<file path="src/rtl/pipeline_hazard_controller_pkg.sv">
`default_nettype none
// ============================================================================
// Module      : pipeline_hazard_controller_pkg
// Description : Shared CPU types and constants for the hazard controller.
// Revision    : 1.0 - initial release
// ============================================================================
package pipeline_hazard_controller_pkg;

    typedef enum logic [0:0] {
        IDLE     = 1'b0,
        VEC_BUSY = 1'b1
    } state_t;

    localparam logic [4:0] C_ZERO_REG = 5'd0;

endpackage
`default_nettype wire

</file>
<file path="src/rtl/pipeline_hazard_controller_if.sv">
`default_nettype none
// ============================================================================
// Module      : pipeline_hazard_controller_if
// Description : Decode/execute hazard inputs and pipeline control outputs.
// Revision    : 1.0 - initial release
// ============================================================================
interface pipeline_hazard_controller_if #(
    parameter int VEC_LAT_W = 3,
    parameter int PERF_W    = 16
);
    logic [4:0]           rs1_decode;
    logic [4:0]           rs2_decode;
    logic [4:0]           rd_execute;
    logic                 load_instruction;
    logic                 load_vector_execute;
    logic                 vector_start_execute;
    logic [VEC_LAT_W-1:0] vector_latency_execute;
    logic                 branch_taken_execute;
    logic                 stall_fetch;
    logic                 stall_decode;
    logic                 nop_select;
    logic                 flush_decode;
    logic                 vector_busy;
    logic [PERF_W-1:0]    stall_cycles;

    modport master (
        output rs1_decode, rs2_decode, rd_execute, load_instruction,
               load_vector_execute, vector_start_execute,
               vector_latency_execute, branch_taken_execute,
        input  stall_fetch, stall_decode, nop_select, flush_decode,
               vector_busy, stall_cycles
    );

    modport slave (
        input  rs1_decode, rs2_decode, rd_execute, load_instruction,
               load_vector_execute, vector_start_execute,
               vector_latency_execute, branch_taken_execute,
        output stall_fetch, stall_decode, nop_select, flush_decode,
               vector_busy, stall_cycles
    );
endinterface
`default_nettype wire

</file>
<file path="src/rtl/pipeline_hazard_controller_load_use_detector.sv">
`default_nettype none
// ============================================================================
// Module      : load_use_detector
// Description : Combinational load-use compare between execute and decode.
// Revision    : 1.0 - initial release
// ============================================================================
module load_use_detector
    import pipeline_hazard_controller_pkg::*;
(
    input  wire logic [4:0] i_rs1,
    input  wire logic [4:0] i_rs2,
    input  wire logic [4:0] i_rd,
    input  wire logic       i_load_scalar,
    input  wire logic       i_load_vector,
    output logic            o_hazard
);
    // x0 never carries a real dependency, so it is excluded from the match
    assign o_hazard = (i_load_scalar || i_load_vector) &&
                      (i_rd != C_ZERO_REG) &&
                      ((i_rd == i_rs1) || (i_rd == i_rs2));
endmodule
`default_nettype wire

</file>
<file path="src/rtl/pipeline_hazard_controller.sv">
`default_nettype none
// ============================================================================
// Module      : pipeline_hazard_controller
// Description : Load-use stall, branch flush and vector-occupancy control.
// Revision    : 1.0 - initial release
// ============================================================================
module pipeline_hazard_controller
    import pipeline_hazard_controller_pkg::*;
#(
    parameter int VEC_LAT_W = 3,
    parameter int PERF_W    = 16
) (
    input  wire logic clk,
    input  wire logic reset,
    pipeline_hazard_controller_if.slave bus
);
    state_t               r_state;
    logic [VEC_LAT_W-1:0] r_vec_cnt;
    logic [PERF_W-1:0]    r_stall_cycles;

    logic w_hazard;
    logic w_vec_long;
    logic w_stall;
    logic w_nop;
    logic w_flush;
    logic w_busy;

    load_use_detector u_load_use_detector (
        .i_rs1         (bus.rs1_decode),
        .i_rs2         (bus.rs2_decode),
        .i_rd          (bus.rd_execute),
        .i_load_scalar (bus.load_instruction),
        .i_load_vector (bus.load_vector_execute),
        .o_hazard      (w_hazard)
    );

    assign w_vec_long = bus.vector_start_execute &&
                        (bus.vector_latency_execute > VEC_LAT_W'(1));

    // Priority in IDLE: branch flush, then vector launch, then load-use bubble
    always_comb begin
        w_stall = 1'b0;
        w_nop   = 1'b0;
        w_flush = 1'b0;
        w_busy  = 1'b0;
        case (r_state)
            IDLE: begin
                if (bus.branch_taken_execute) begin
                    w_flush = 1'b1;
                    w_nop   = 1'b1;
                end else if (w_vec_long) begin
                    w_stall = 1'b1;
                    w_busy  = 1'b1;
                end else if (w_hazard) begin
                    w_stall = 1'b1;
                    w_nop   = 1'b1;
                end
            end
            VEC_BUSY: begin
                w_stall = 1'b1;
                w_busy  = 1'b1;
            end
            default: begin
                w_stall = 1'b0;
            end
        endcase
    end

    always_ff @(posedge clk or posedge reset) begin
        if (reset) begin
            r_state        <= IDLE;
            r_vec_cnt      <= '0;
            r_stall_cycles <= '0;
        end else begin
            case (r_state)
                IDLE: begin
                    if (!bus.branch_taken_execute && w_vec_long) begin
                        r_state   <= VEC_BUSY;
                        r_vec_cnt <= bus.vector_latency_execute - VEC_LAT_W'(2);
                    end
                end
                VEC_BUSY: begin
                    if (r_vec_cnt == '0) begin
                        r_state <= IDLE;
                    end else begin
                        r_vec_cnt <= r_vec_cnt - VEC_LAT_W'(1);
                    end
                end
                default: r_state <= IDLE;
            endcase
            if (w_stall && (r_stall_cycles != {PERF_W{1'b1}})) begin
                r_stall_cycles <= r_stall_cycles + PERF_W'(1);
            end
        end
    end

    // Outputs are forced low for the whole time reset is held
    assign bus.stall_fetch  = w_stall & ~reset;
    assign bus.stall_decode = w_stall & ~reset;
    assign bus.nop_select   = w_nop   & ~reset;
    assign bus.flush_decode = w_flush & ~reset;
    assign bus.vector_busy  = w_busy  & ~reset;
    assign bus.stall_cycles = r_stall_cycles;

endmodule
`default_nettype wire

</file>
<file path="src/flat_wrapper.sv">
// flat-port wrapper written by rule: the top's interface ports become plain ports
module pipeline_hazard_controller_flat import pipeline_hazard_controller_pkg::*;
#(
    parameter int VEC_LAT_W = 3,
    parameter int PERF_W    = 16
)
  (clk, reset, bus_rs1_decode, bus_rs2_decode, bus_rd_execute, bus_load_instruction, bus_load_vector_execute, bus_vector_start_execute, bus_vector_latency_execute, bus_branch_taken_execute, bus_stall_fetch, bus_stall_decode, bus_nop_select, bus_flush_decode, bus_vector_busy, bus_stall_cycles);
  pipeline_hazard_controller_if #(.VEC_LAT_W(VEC_LAT_W), .PERF_W(PERF_W)) bus_i ();
  input  wire logic clk;
  input  wire logic reset;
  input wire logic [$bits(bus_i.rs1_decode)-1:0] bus_rs1_decode;
  input wire logic [$bits(bus_i.rs2_decode)-1:0] bus_rs2_decode;
  input wire logic [$bits(bus_i.rd_execute)-1:0] bus_rd_execute;
  input wire logic [$bits(bus_i.load_instruction)-1:0] bus_load_instruction;
  input wire logic [$bits(bus_i.load_vector_execute)-1:0] bus_load_vector_execute;
  input wire logic [$bits(bus_i.vector_start_execute)-1:0] bus_vector_start_execute;
  input wire logic [$bits(bus_i.vector_latency_execute)-1:0] bus_vector_latency_execute;
  input wire logic [$bits(bus_i.branch_taken_execute)-1:0] bus_branch_taken_execute;
  output wire logic [$bits(bus_i.stall_fetch)-1:0] bus_stall_fetch;
  output wire logic [$bits(bus_i.stall_decode)-1:0] bus_stall_decode;
  output wire logic [$bits(bus_i.nop_select)-1:0] bus_nop_select;
  output wire logic [$bits(bus_i.flush_decode)-1:0] bus_flush_decode;
  output wire logic [$bits(bus_i.vector_busy)-1:0] bus_vector_busy;
  output wire logic [$bits(bus_i.stall_cycles)-1:0] bus_stall_cycles;
  assign bus_i.rs1_decode = bus_rs1_decode;
  assign bus_i.rs2_decode = bus_rs2_decode;
  assign bus_i.rd_execute = bus_rd_execute;
  assign bus_i.load_instruction = bus_load_instruction;
  assign bus_i.load_vector_execute = bus_load_vector_execute;
  assign bus_i.vector_start_execute = bus_vector_start_execute;
  assign bus_i.vector_latency_execute = bus_vector_latency_execute;
  assign bus_i.branch_taken_execute = bus_branch_taken_execute;
  assign bus_stall_fetch = bus_i.stall_fetch;
  assign bus_stall_decode = bus_i.stall_decode;
  assign bus_nop_select = bus_i.nop_select;
  assign bus_flush_decode = bus_i.flush_decode;
  assign bus_vector_busy = bus_i.vector_busy;
  assign bus_stall_cycles = bus_i.stall_cycles;
  pipeline_hazard_controller #(.VEC_LAT_W(VEC_LAT_W), .PERF_W(PERF_W)) u_core (.clk(clk), .reset(reset), .bus(bus_i));
endmodule
</file>
<file path="config.mk">
export PLATFORM = sky130hd
export DESIGN_NAME = pipeline_hazard_controller_flat
export DESIGN_NICKNAME = d
export VERILOG_FILES = /design/src/rtl/pipeline_hazard_controller_pkg.sv /design/src/rtl/pipeline_hazard_controller_if.sv /design/src/rtl/pipeline_hazard_controller_load_use_detector.sv /design/src/rtl/pipeline_hazard_controller.sv /design/src/flat_wrapper.sv
export SDC_FILE = /design/constraint.sdc
export NUM_CORES = 1
export LEC_CHECK = 0
export ABC_AREA = 1
export CORE_MARGIN = 1.5
export CORE_UTILIZATION = 47
export CTS_CLUSTER_DIAMETER = 60
export DETAILED_ROUTE_END_ITERATION = 10
export HOLD_SLACK_MARGIN = 0.1
export PLACE_DENSITY = 0.8
export SYNTH_ARGS = -nofsm -noshare
export SYNTH_HDL_FRONTEND = slang
export SYNTH_HIERARCHICAL = 1
export SYNTH_SLANG_ARGS = --single-unit
</file>
<file path="constraint.sdc">
create_clock -name clk -period 2.23 [get_ports clk]
set_clock_uncertainty 0.1 [all_clocks]
set_input_delay 0.446 -clock clk [delete_from_list [all_inputs] [get_ports clk]]
set_output_delay 0.446 -clock clk [all_outputs]
set_load 0.05 [all_outputs]
</file>
; After elaboration in Yosys (flattened, before gate mapping)
; Cells that the tools add are included.
[op_classes]
add_sub_neg = 3
multipliers = 0
div = 0
order_cmp = 1
n_eq_ne = 5
n_shift = 0
muxes = 18
bitwise_logic = 6
n_reduce_logical = 11
[ops]
columns = operator, count
row1 = "16-bit by 1-bit adder with 16-bit output, second input constant", 1
row2 = "16-bit != test, second input constant", 1
row3 = 1-bit 2-to-1 mux, 12
row4 = 5-bit == test, 2
row5 = 3-bit 2-to-1 mux, 2
row6 = 1-bit one-hot mux with 2 select lines, 3
row7 = 3-bit one-hot mux with 2 select lines, 1
row8 = 1-bit logical AND, 5
row9 = 5-bit nonzero test, 1
row10 = 1-bit AND, 4
row11 = "3-bit by 1-bit greater-than comparator with 1-bit output, second input constant", 1
row12 = 3-bit zero test, 1
row13 = "3-bit by 1-bit subtractor with 3-bit output, second input constant", 1
row14 = "3-bit by 2-bit subtractor with 3-bit output, second input constant", 1
row15 = 1-bit logical OR, 2
row16 = "2-bit by 1-bit != test with 1-bit output, second input constant", 1
row17 = "2-bit != test, second input constant", 1
row18 = 1-bit NOT, 2
row19 = 2-bit AND reduction, 1
row20 = 1-bit zero test, 1
[word_totals]
register_bits = 20
latchBits = 0
mem_bits_rw = 0
romBits = 0
input_bits = 24
out_inout_bits = 21
n_memories = 0

; Depth between registers and ports, before layout
; Gate-level depths: netlist of the first run.
[depth]
word_depth = 8
mapped_depth = 12
depth_no_buf = 11

; Cells and area by module
; The synthesis of the first run kept the hierarchy.
[modules_own_cells]
columns = module, instances, cells_each, area_per_inst_um2, seq_area_each_um2
row1 = pipeline_hazard_controller, 1, 189, 1306.3, 500.5
row2 = load_use_detector, 1, 45, 196.4, 0.0

; Least setup slack after synthesis of the first run
; OpenSTA, ideal clock, no wires.
[synth_path]
kind = input port to output port
start = input bus_rd_execute[4]
end = output bus_stall_fetch
arrival_ps = 1800
t_required_ps = 1684
slack_ps = -116
stages = 11
path_buffers = 1
cell_sequence = inv_2 > nand2_1 > nand2_1 > nor2_1 > nand3_1 > a21oi_2 > nand2_1 > nand2_1 > nand2_1 > inv_1 > buf_4
[synth_between]
elab_chain_len = 8
elab_cells_between_ends = 11
[synth_lines]
columns = item, line
row1 = "start, declared", flat_wrapper.sv:13  ; input wire logic [$bits(bus_i.rd_execute)-1:0] bus_rd_execute;
row2 = 5-bit == test or 5-bit nonzero test (tied branches), "pipeline_hazard_controller_load_use_detector.sv:20, pipeline_hazard_controller_load_use_detector.sv:19"
row3 = 1-bit logical OR or 1-bit logical AND (tied branches), "pipeline_hazard_controller_load_use_detector.sv:20, pipeline_hazard_controller_load_use_detector.sv:18"
row4 = 1-bit logical AND *, pipeline_hazard_controller_load_use_detector.sv:19  ; (i_rd != C_ZERO_REG) &&
row5 = net u_core.w_hazard, pipeline_hazard_controller.sv:21  ; logic w_hazard;
row6 = 1-bit 2-to-1 mux *, pipeline_hazard_controller.sv:54  ; end else if (w_hazard) begin
row7 = 1-bit 2-to-1 mux *, pipeline_hazard_controller.sv:51  ; end else if (w_vec_long) begin
row8 = 1-bit 2-to-1 mux *, pipeline_hazard_controller.sv:48  ; if (bus.branch_taken_execute) begin
row9 = 1-bit one-hot mux with 2 select lines *, pipeline_hazard_controller.sv:46  ; case (r_state)
row10 = 1-bit AND *, --
row11 = "end, declared", flat_wrapper.sv:19  ; output wire logic [$bits(bus_i.stall_fetch)-1:0] bus_stall_fetch;
; Mark *: on every way through the listed nets, which the timed path passes. The rest lies on a longest branch.

; Final worst setup path of the first run
[layout_path]
start = register u_core.r_stall_cycles[8], in the netlist u_core/bus.stall_cycles[8]
end = output bus_stall_cycles[8]
[layout_rtl]
columns = item, line
row1 = "start, declared", pipeline_hazard_controller.sv:19  ; logic [PERF_W-1:0] r_stall_cycles;
row2 = "start signal, assigned", pipeline_hazard_controller.sv:92  ; r_stall_cycles <= r_stall_cycles + PERF_W'(1);
row3 = "end, declared", flat_wrapper.sv:24  ; output wire logic [$bits(bus_i.stall_cycles)-1:0] bus_stall_cycles;
; No word-level cell between the ends.

==> results of run 1 <==
==> metrics by stage <==
| step | std cells | hold WS, ns | setup TNS, ns | util | area, um2 |
|---|---|---|---|---|---|
| 2_1_floorplan | 234 | 0.327 | 0 | - | 1510 |
| 3_3_place_gp | 332 | 0.435 | -1.75 | 0.694 | 2120 |
| 3_5_place_dp | 332 | 0.447 | -2.26 | 0.694 | 2120 |
| 4_1_cts | 344 | 0.477 | 0 | 0.727 | 2220 |
| 5_1_grt | 345 | 0.511 | -0.0387 | 0.727 | 2220 |
| 6_report | 345 | 0.467 | 0 | 0.727 | 2220 |
==> cells by family (layout without fill, tap and decap cells) <==
family	Yosys count	after routing	share of synthesized area
AO/OA/AOI/OAI	14	15	0.0674
XOR/XNOR	11	11	0.0641
adder cells (fa/ha/maj)	4	4	0.0333
buffers and inverters	36	102	0.102
flip-flops	20	20	0.333
AND/OR/NAND/NOR	149	149	0.400
==> cell usage in the layout, fill, tap and decap left out <==
master and n:
dlymetal6s2s_1 5, clkdlybuf4s50_1 17, clkbuf_2 8, clkbuf_8 1, xor2_1 6, clkinvlp_4 1
o21ai_1 1, buf_12 5, a21oi_4 1, xnor2_1 4, buf_2 2, a21oi_2 1
nand4_1 6, clkdlybuf4s15_1 1, nand2_1 102, o21ai_4 1, o22ai_2 1, nor2_2 2
buf_4 21, dlygate4sd2_1 3, buf_6 3, dfrtp_1 20, nand3_1 9, nor3_1 1
ha_1 4, o21ai_0 6, clkbuf_4 3, nand2_2 6, inv_2 6, nand3b_1 1
o2111a_1 1, nor2_1 22, xnor2_2 1, o21ai_2 1, o211ai_1 2, inv_1 26
==> power by group <==
part	leakage (nW)	total [mW]	switching, mW	internal, mW
sequential	0.266	0.541	0.0952	0.445
clock	0.0210	0.211	0.111	0.0995
combinational	0.870	1.07	0.632	0.442
total	1.16	1.82	0.838	0.987
==> cell type report <==
cell class	instances	area [um2]	area share
clock buffer	4	36.3	0.0164
inverter	33	128	0.0575
multi-input combinational	179	888	0.400
sequential	20	500	0.226
tap	44	55.1	0.0248
timing repair buffer	65	611	0.275
==> registers in the layout, summed over array words and instances (netlist names) <==
name,flops
u_core/r_vec_cnt,3
u_core/r_state,1
u_core/bus.stall_cycles,16
==> worst paths after layout <==
kind                       slack [ns]                         from                           to  cells after the start
max in group asynchronous        1.35                        reset   u_core/bus.stall_cycles[4]                      3
max                              0.07   u_core/bus.stall_cycles[8]          bus_stall_cycles[8]                      1
min reg2reg                      0.47  u_core/bus.stall_cycles[15]  u_core/bus.stall_cycles[15]                      2
max reg2reg                      0.26               u_core/r_state  u_core/bus.stall_cycles[14]                     12
min in group asynchronous        0.50                        reset  u_core/bus.stall_cycles[12]                      3
min                              0.47  u_core/bus.stall_cycles[15]  u_core/bus.stall_cycles[15]                      2
==> repair_timing <==
action	in CTS	in global routing
endpoints found under the setup margin	4	21
gates resized for setup	33	39
pin swaps	14	16
setup buffers	9	1
cloned	0	1
==> layer usage <==
metal / GRT usage / vias up / share of wire / wire (um)
met5: 0 / - / 0 / 0
met4: 0.0825 / 0 / 0.022 / 88
met3: 0.0502 / 12 / 0.039 / 157
met2: 0.377 / 51 / 0.49 / 2010
met1: 0.318 / 780 / 0.45 / 1810
li1: - / 853 / - / -
==> out/metrics.csv, run 1 <==
stage;metric;value;unit
synth;ys.flop_type;dfrtp_1;
synth;ys_async_sr_fraction;1.00;
synth;synthTopCellsByCount;106 x nand2_1, 32 x inv_1, 22 x nor2_1, 20 x dfrtp_1, 9 x nand3_1;
power_and_ir_drop;p_leak;1.16;nW
layout;n_fill_cell;245;
setup_path;path_cells;clkdlybuf4s50_1;
die;die_w;59.5;um
die;boundaryPins;45;
cts;htree_levels;1;
power_and_ir_drop;ir_drop;0.681;mV
min_path;worst_hold_path_type;flop to flop;
timing;max_freq;462;MHz
route;finalWirelength;4.06;mm
setup_path;critPathSlowestCell;clkdlybuf4s50_1;
global_route;grt_pass1_vias;1540;
route;wl_per_cell;11.8;um
power_and_ir_drop;finalPower;1.82;mW
global_route;antenna_found_initial;0;
synth;ys_top_cells_by_area;dfrtp_1 33%, nand2_1 26%, inv_1 8.0%;
job;cap_violations;0;
synth;syn_area_per_cell;6.42;um2
setup_path;max_stage_delay;0.84;ns
synth;synth_top_area_cell;dfrtp_1;
layout;diodes;0;
die;die-area;3550;um2
placed_design;post-place-ws;-0.342;ns
timing;drv_slew;0;
timing;fin_crit_sh;0.970;
synth;synth_edf_count;0;
setup_path;cp_num_buf_inv;1;
setup_path;cp_top_family;buffers and inverters;
cts;clock_sinks;20;
setup_path;crit_type;flop to primary output;
die;num_rows;20;
synth;syn_inst;234;
synth;netlist.area_leader.share;0.333;
setup_path;required;1.68;ns
power_and_ir_drop;p_per_area;822;nW/um2
timing;worst_slack;0.0666;ns
synth;yosys_warnings;6;
cts;insertion_delay;0.30;ns
route;drcViolationCount;0;
global_route;grt_usage;0.237;
layout;drive_gt1_frac;0.213;
layout;nets;330;
synth;synth-seq-area-share;0.333;
cts;postCtsHoldBufs;0;
layout;area_delta_synth_final;47.6;%
route;vias;1696;
cts;clockBufferDepth;2;
synth;yosysMostFrequentCell;nand2_1;
setup_path;crit_fanout;5;
cts;numCtsBuffers;3;
route;dr.pass1.iters;4;
global_route;grt_remaining_overflow;0;
global_route;grt_max_degree;16;
placed_design;gp_congestion;0.781;
placed_design;dp_hpwl;2.92;mm
timing;setup_violations;0;
setup_path;start_kind;flop;
cts;root_buffer;clkbuf_4;
timing;worstMarginPinSlew;0.500;ns
timing;max_slew_margin;0.666;
route;drtIter0Drc;106;
global_route;grt_pass1_wl;6.57;mm
route;drtAntennaViolNets;0;
setup_path;arrival;1.62;ns
placed_design;io_buffers;44;
run_status;status;completed;
setup_path;end_kind;primary output;
cts;clkTransAtPathRegs;0.11;ns
die;start_util;0.492;
route;viasPerCell;4.92;
cts;cts_tree;built;
timing;layout_min_cycle_time;2.16;ns
synth;syn_nets;262;
synth;synth_cell_type_count;23;
timing;final_hold_viol_count;0;
die;fp.coreArea;3050;um2
synth;synth_seq_cells;20;
synth;syn_area;1500;um2
die;die_y;59.5;um
No activity file was read; power rests on OpenSTA's default activity.
==> inputs of run 2 (changes only) <==
Settings changed: CORE_UTILIZATION 47 to 45, CTS_CLUSTER_SIZE set to 28, PLACE_DENSITY 0.8 to 0.77, SKIP_CTS_REPAIR_TIMING set to 1.
==> run 2 against run 1 <==
  * Highest routed layer unchanged
  * Sequential share of layout area barely moved
  * Clock power rose by 45%
  * Final area fell by 0.11%
  * Die area rose by 4.2%
==> out/metrics.csv, run 2 (synthesis results as in run 1) <==
stage;metric;value;unit;change
die;die_y;60.8;um;+2.1%
setup_path;path_cells;clkdlybuf4s50_1;;
job;cap_violations;0;;unchanged
setup_path;cp_num_buf_inv;1;;unchanged
global_route;grt_max_degree;18;;+2
die;die_w;60.8;um;+2.1%
layout;drive_gt1_frac;0.150;;-0.0625
cts;insertion_delay;0.31;ns;about the same
route;drcViolationCount;0;;unchanged
timing;setup_tns;0;ns;unchanged
setup_path;cp_top_family;buffers and inverters;;
global_route;grt_pass1_wl;5.89;mm;-10%
cts;htree_levels;1;;unchanged
timing;worst_slack;0.0630;ns;-0.00359 ns
route;drtAntennaViolNets;0;;unchanged
placed_design;gp_congestion;0.872;;+12%
cts;clock_sinks;20;;unchanged
route;finalWirelength;3.54;mm;-13%
layout;final_area;2220;um2;-0.11%
setup_path;required;1.68;ns;about the same
setup_path;arrival;1.62;ns;about the same
cts;cts_tree;built;;
route;drtIter0Drc;53;;-50%
global_route;antenna_found_initial;0;;unchanged
timing;timing.hold.ws;0.451;ns;-0.0157 ns
setup_path;crit_fanout;6;;+1
layout;n_fill_cell;281;;+15%
run_status;status;completed;;
die;num_rows;20;;unchanged
cts;root_buffer;clkbuf_4;;
route;viasPerCell;4.78;;-2.7%
setup_path;crit_type;flop to primary output;;
cts;numCtsBuffers;3;;unchanged
power_and_ir_drop;ir_drop;0.597;mV;-12%
setup_path;critPathSlowestCell;clkdlybuf4s50_1;;
setup_path;start_kind;flop;;
min_path;worst_hold_path_type;input port to async pin;;
timing;final_hold_viol_count;0;;unchanged
layout;diodes;0;;unchanged
timing;max_freq;461;MHz;-0.17%
power_and_ir_drop;finalPower;1.83;mW;+0.24%
layout;largest_reg_flops;16;;unchanged
timing;layout_min_cycle_time;2.17;ns;+0.00359 ns
cts;clockBufferDepth;2;;unchanged
layout;nets;322;;-2.4%
timing;setup_violations;0;;unchanged
power_and_ir_drop;p_per_area;825;nW/um2;+0.35%
die;die-area;3690;um2;+4.2%
route;vias;1612;;-5.0%
layout;area_delta_synth_final;47.5;%;
power_and_ir_drop;p_leak;1.26;nW;+8.9%
die;start_util;0.484;;-0.00794
die;fp.coreArea;3100;um2;+1.6%
timing;drv_slew;0;;unchanged
layout;final_util;0.714;;-0.0125
setup_path;reg2reg_setup_slack;0.43;ns;+0.17 ns
route;dr.pass1.iters;4;;unchanged
route;wl_per_cell;10.5;um;-11%
setup_path;end_kind;primary output;;
global_route;grt_usage;0.205;;-0.0317
global_route;grt_pass1_vias;1440;;-6.5%
timing;worstMarginPinSlew;0.510;ns;+0.00940 ns
placed_design;dp.cells;331;;-0.30%
cts;clkTransAtPathRegs;0.13;ns;+0.02 ns
global_route;grt_remaining_overflow;0;;unchanged
timing;fin_crit_sh;0.972;;+0.00161
placed_design;io_buffers;44;;unchanged
layout;final_common_cell;nand2_1;;
timing;max_slew_margin;0.660;;-0.00628
layout;instances_no_fill;337;;-2.3%
placed_design;dp_hpwl;2.79;mm;-4.3%
setup_path;max_stage_delay;0.84;ns;about the same
die;boundaryPins;45;;unchanged
placed_design;post-place-ws;-0.350;ns;-0.00794 ns
layout;layout.cells.most_common_list;104 x nand2_1, 28 x inv_1, 21 x nor2_1;;
placed_design;place_area;2110;um2;-0.35%
run 2: cell type report:
cell class,instances,area [um2],share of cell area
clock inverter,1,30.0,0.0136
tap,44,55.1,0.0248
clock buffer,3,22.5,0.0102
multi-input combinational,178,862,0.389
inverter,33,128,0.0576
timing repair buffer,58,618,0.279
sequential,20,500,0.226
run 2: report_power, final:
| part | total [mW] | switching [mW] | internal (mW) |
|---|---|---|---|
| registers | 0.540 | 0.0944 | 0.445 |
| clock network | 0.305 | 0.124 | 0.182 |
| logic | 0.984 | 0.586 | 0.398 |
run 2: path summary, 6_finish.rpt:
kind                                              from                          end  depth (start not counted)
min in group clk           u_core/bus.stall_cycles[15]  u_core/bus.stall_cycles[15]                          2
max                        u_core/bus.stall_cycles[10]         bus_stall_cycles[10]                          1
max in group asynchronous                        reset  u_core/bus.stall_cycles[14]                          3
min reg2reg                u_core/bus.stall_cycles[15]  u_core/bus.stall_cycles[15]                          2
max reg2reg                 u_core/bus.stall_cycles[0]   u_core/bus.stall_cycles[7]                          7
min                                              reset               u_core/r_state                          3
run 2: layer usage:
layer	GRT usage	vias to the layer above	share of wire
met5	0	-	0
met4	0.0497	0	0.011
met3	0.0320	4	0.034
met2	0.359	35	0.51
met1	0.265	741	0.45
li1	-	832	-
